File: src/rtl/hazard_pkg.sv
`default_nettype none
// ============================================================================
// hazard_pkg: shared state encoding and constants for the hazard controller.
// Revision: 1.0
// ============================================================================
package hazard_pkg;

    typedef enum logic [1:0] {
        RUN    = 2'd0,
        STALL1 = 2'd1,
        STALL2 = 2'd2
    } state_t;

    localparam logic [4:0] REG_ZERO    = 5'd0;
    localparam int         STALL_CNT_W = 16;

    // Register zero is hard-wired, so it can never create a dependency.
    function automatic logic reg_match(input logic [4:0] a, input logic [4:0] b);
        return (a == b) && (b != REG_ZERO);
    endfunction

endpackage
`default_nettype wire

File: src/rtl/hazard_match.sv
`default_nettype none
// ============================================================================
// hazard_match: flags whether the ID instruction sources a given write register.
// Revision: 1.0
// ============================================================================
module hazard_match
    import hazard_pkg::*;
(
    input  logic [4:0] rs,
    input  logic [4:0] rt,
    input  logic       uses_rt,
    input  logic [4:0] wreg,
    output logic       hit
);

    assign hit = reg_match(rs, wreg) || (uses_rt && reg_match(rt, wreg));

endmodule
`default_nettype wire

File: src/rtl/hazard_controller.sv
`default_nettype none
// ============================================================================
// hazard_controller: load-use / branch-operand stall FSM with redirect flush.
// Revision: 1.0
// ============================================================================
module hazard_controller
    import hazard_pkg::*;
(
    input  logic                   Clk,
    input  logic                   Reset,
    input  logic [4:0]             ID_Rs,
    input  logic [4:0]             ID_Rt,
    input  logic                   ID_UsesRt,
    input  logic                   ID_IsBranch,
    input  logic                   EX_MemRead,
    input  logic                   EX_RegWrite,
    input  logic [4:0]             EX_WriteReg,
    input  logic                   MEM_MemRead,
    input  logic [4:0]             MEM_WriteReg,
    input  logic                   BranchTaken,
    input  logic                   Jump,
    output logic                   PCWrite,
    output logic                   IFIDWrite,
    output logic                   IFIDFlush,
    output logic                   IDEXBubble,
    output logic [STALL_CNT_W-1:0] StallCount
);

    state_t     state, state_next;
    logic       ex_hit, mem_hit;
    logic [1:0] demand;

    hazard_match u_match_ex (
        .rs      (ID_Rs),
        .rt      (ID_Rt),
        .uses_rt (ID_UsesRt),
        .wreg    (EX_WriteReg),
        .hit     (ex_hit)
    );

    hazard_match u_match_mem (
        .rs      (ID_Rs),
        .rt      (ID_Rt),
        .uses_rt (ID_UsesRt),
        .wreg    (MEM_WriteReg),
        .hit     (mem_hit)
    );

    // Branches resolve in ID, so they also wait on ALU results and late loads.
    always_comb begin
        demand = 2'd0;
        if (ID_IsBranch && EX_MemRead && ex_hit)
            demand = 2'd2;
        else if (EX_MemRead && ex_hit)
            demand = 2'd1;
        else if (ID_IsBranch && EX_RegWrite && ex_hit)
            demand = 2'd1;
        else if (ID_IsBranch && MEM_MemRead && mem_hit)
            demand = 2'd1;
    end

    always_ff @(posedge Clk) begin
        if (Reset)
            state <= RUN;
        else
            state <= state_next;
    end

    always_comb begin
        state_next = state;
        PCWrite    = 1'b1;
        IFIDWrite  = 1'b1;
        IFIDFlush  = 1'b0;
        IDEXBubble = 1'b0;
        if (Reset) begin
            state_next = RUN;
        end else begin
            case (state)
                RUN: begin
                    if (demand != 2'd0) begin
                        PCWrite    = 1'b0;
                        IFIDWrite  = 1'b0;
                        IDEXBubble = 1'b1;
                        state_next = (demand == 2'd2) ? STALL1 : RUN;
                    end else if (BranchTaken || Jump) begin
                        IFIDFlush  = 1'b1;
                    end
                end
                STALL1: begin
                    PCWrite    = 1'b0;
                    IFIDWrite  = 1'b0;
                    IDEXBubble = 1'b1;
                    state_next = RUN;
                end
                STALL2: begin
                    PCWrite    = 1'b0;
                    IFIDWrite  = 1'b0;
                    IDEXBubble = 1'b1;
                    state_next = STALL1;
                end
                default: state_next = RUN;
            endcase
        end
    end

    always_ff @(posedge Clk) begin
        if (Reset)
            StallCount <= '0;
        else if (IDEXBubble && (StallCount != {STALL_CNT_W{1'b1}}))
            StallCount <= StallCount + 1'b1;
    end

endmodule
`default_nettype wire

File: config.mk
export PLATFORM = sky130hd
export DESIGN_NAME = hazard_controller
export DESIGN_NICKNAME = d
export VERILOG_FILES = /design/src/rtl/hazard_pkg.sv /design/src/rtl/hazard_match.sv /design/src/rtl/hazard_controller.sv
export SDC_FILE = /design/constraint.sdc
export NUM_CORES = 1
export LEC_CHECK = 0
export ABC_AREA = 1
export CORE_ASPECT_RATIO = 0.6
export CORE_MARGIN = 3
export CORE_UTILIZATION = 60
export CTS_CLUSTER_SIZE = 40
export DETAILED_ROUTE_END_ITERATION = 16
export DONT_BUFFER_PORTS = 1
export GPL_TIMING_DRIVEN = 0
export PLACE_DENSITY = 0.76
export SLEW_MARGIN = 20
export SYNTH_ARGS = -nofsm -noshare
export SYNTH_HDL_FRONTEND = slang
export SYNTH_SLANG_ARGS = --single-unit
File: constraint.sdc
create_clock -name Clk -period 4.15 [get_ports Clk]
set_input_delay 0.415 -clock Clk [delete_from_list [all_inputs] [get_ports Clk]]
set_output_delay 0.415 -clock Clk [all_outputs]
set_load 0.005 [all_outputs]
==> results.sh <==
export IMPL_die_w_um=68.9
export IMPL_timing_final_hold_violations=0
export IMPL_utilization_pct=73.7
export IMPL_reg2reg_to="StallCount[10]"
export IMPL_p_seq_share_pct=48.0
export IMPL_antenna_cells=0
export IMPL_final_area_um2=1500
export IMPL_clk_latency_ns=0.26
export IMPL_numPortBuffers=0
export IMPL_switchingPower_mw=0.0947
export IMPL_netlist_area_um2=1420
export IMPL_wirelength_mm=3.99
export IMPL_endpoint_kind="output port"
export IMPL_r2r_setup_slack_ns=2.19
export IMPL_setup_viol_count_final=0
export IMPL_intPower_mw=0.247
export IMPL_crit_path_start_kind="input pin"
export IMPL_route_detailed_drc=0
export IMPL_report_power_total_mw=0.342
export IMPL_async_flop_share_pct=0
export IMPL_yosysWarnings=0
export IMPL_cp_max_fo=10
export IMPL_dieArea_um2=3010
export IMPL_cp_required_ns=3.73
export IMPL_syn_avg_cell_area_um2=5.95
export IMPL_syn2layout_area_growth_pct=5.72
export IMPL_yosys_most_used_dff="dfxtp_1"
export IMPL_clk_pin_slew_ns=0.07
export IMPL_fin_ws_ns=2.16
export IMPL_cts_max_level=1
export IMPL_critPathLaunch="Reset"
export IMPL_synth_cell_types=24
export IMPL_io_pins=49
export IMPL_ys_seq_area_share_pct=23.9
export IMPL_powerDensity_nw_per_um2=227
export IMPL_grt_pass1_wl_mm=6.07
export IMPL_r2r_start="StallCount[0]"
export IMPL_dp_slack_ns=2.22
export IMPL_fin_crit_sh_pct=47.8
export IMPL_leakage_nw=0.695
export IMPL_synth_cells=239
export IMPL_routedWlPerCell_um=14.7
export IMPL_hpwl_mm=3.21
export IMPL_drtIter0Drc=194
export IMPL_yosysTopAreaCellShare_pct=23.9
export IMPL_root_buffer="clkbuf_8"
export IMPL_crit_arrival_ns=1.57
export IMPL_hp_start="EX_MemRead"
export IMPL_maxSlewHeadroom_pct=66.7
export IMPL_grt_overflow_total=0
export IMPL_antenna_found_initial=0
export IMPL_p_sw_share_pct=27.7
export IMPL_die_y_um=43.7
export IMPL_period_needed_ns=1.99
export IMPL_synth_fp_nets=269
export IMPL_worst_slew_pin_transition_ns=0.500
export IMPL_start_util_pct=69.7
export IMPL_vias=1560
export IMPL_rsz0062_at_grt="false"
export IMPL_grt_max_degree=11
export IMPL_reg2reg_depth=7
export IMPL_clock_sinks=17
export IMPL_fin_worst_skew_ns=0.00852
export IMPL_drt_pass1_iter_count=5
export IMPL_path_class="in -> out"
export IMPL_ant_nets=0
export IMPL_cts_buffer_depth=2
export IMPL_status="finished clean"
export IMPL_synth_top_area_cell="dfxtp_1"
export IMPL_nets=274
export IMPL_yosys_top_cells_area="dfxtp_1, nand2_1, nand4_1, inv_1, nor2_1"
export IMPL_min_path_type="in -> reg"
export IMPL_synthTopCellsByCount="nand2_1, inv_1, nor2_1"
export IMPL_slew_violations=0
export IMPL_cts_setup_buffers=0
export IMPL_min_path_cells=2
export IMPL_p_comb_share_pct=14.3
export IMPL_routed_via_density=5.76
export IMPL_p_clk_share_pct=37.6
export IMPL_numCtsBuffers=3
export IMPL_rows=12
export IMPL_post_cts_resized=0
export IMPL_grt_usage_pct=27.2
export IMPL_dpl_instance_area_um2=1460
export IMPL_irDropWorstVdd_uv=153
export IMPL_timing_fmax_mhz=504
export IMPL_core_area_um2=2040
export IMPL_grt_pass1_vias=1323
export IMPL_cts_hold_buf=0
export IMPL_tritoncts="done"
export IMPL_hold_path_endpoint="state[0]"
export IMPL_tns_ns=0
export IMPL_synth_most_common_cell="nand2_1"
export IMPL_drive_above_1_share_pct=6.58
export IMPL_ys_ff_latch=17
export IMPL_gp_congestion=0.961
export IMPL_drv_cap=0
export IMPL_synth_edf_count=0
kinds of logic (layout without fill, tap and decap cells):
kind of cell | count (synthesis) | after routing | synth area share [%]
adders and majority gates | 1 | 1 | 0.879
DFF | 17 | 17 | 23.9
AOI/OAI and AO/OA | 18 | 18 | 6.51
xor gates and xnor gates | 16 | 16 | 9.85
and+or+nand+nor | 150 | 150 | 48.2
buffers and inverters | 37 | 41 | 10.6
sequential cells by signal (all words and copies together) (netlist names):
register and cells:
StallCount 16, state 1
cell type report:
cell class | count | area [um2]
inverters | 30 | 113
flip-flops and latches | 17 | 340
fillers | 185 | 538
clock inverters | 1 | 5.00
plain buffers | 7 | 38.8
well taps | 28 | 35.0
clock buffers | 3 | 41.3
multi-input cells | 185 | 931
cells in the final DEF, fill, tap and decap left out, types with 2 or more instances in the layout:
master and instances:
a21oi_1 15, clkbuf_1 4, clkbuf_8 3, dfxtp_1 17, inv_1 27, inv_2 3, nand2_1 79, nand3_1 15
nand3_2 2, nand4_1 17, nor2_1 27, nor3_1 5, o21ai_0 2, xnor2_1 7, xor2_1 9
worst max-delay path by stage:
stage | slack [ns] | cells after the start | end
2_1_floorplan | 2.49 | 10 | IFIDFlush
3_3_place_gp | 2.24 | 6 | IFIDFlush
3_5_place_dp | 2.22 | 6 | IFIDFlush
4_1_cts | 2.21 | 7 | StallCount[10]
5_1_grt | 2.02 | 7 | StallCount[13]
6_report | 2.16 | 5 | IFIDFlush
worst max-delay path, cell delays in order:
cell,delay [ns]
clkbuf_1,0.18
inv_2,0.21
clkbuf_1,0.43
o21ai_0,0.17
nor2_1,0.17
power by group through the flow:
stage | Combinational (mW) | Clock [mW] | Sequential (mW)
2_1_floorplan | 0.0368 | 0 | 0.168
3_3_place_gp | 0.0451 | 0 | 0.168
3_5_place_dp | 0.0472 | 0 | 0.168
4_1_cts | 0.0475 | 0.130 | 0.164
5_1_grt | 0.0550 | 0.137 | 0.164
6_report | 0.0490 | 0.128 | 0.164
per-stage QoR:
step / hold slack (ns) / std cells
floorplan: 0.398 / 239
global placement: 0.407 / 267
detailed placement: 0.410 / 267
CTS: 0.292 / 271
global route: 0.293 / 271
finish: 0.291 / 271
routing by layer:
layer  global-route usage [%]  wire [um]  vias up
met5                        0          0        -
met3                     6.99        628        5
li1                         -          -      776
met1                     41.5       1760      671
met4                     6.98         44        0
met2                     37.1       1560      108
(Power assumes the default switching activity.)
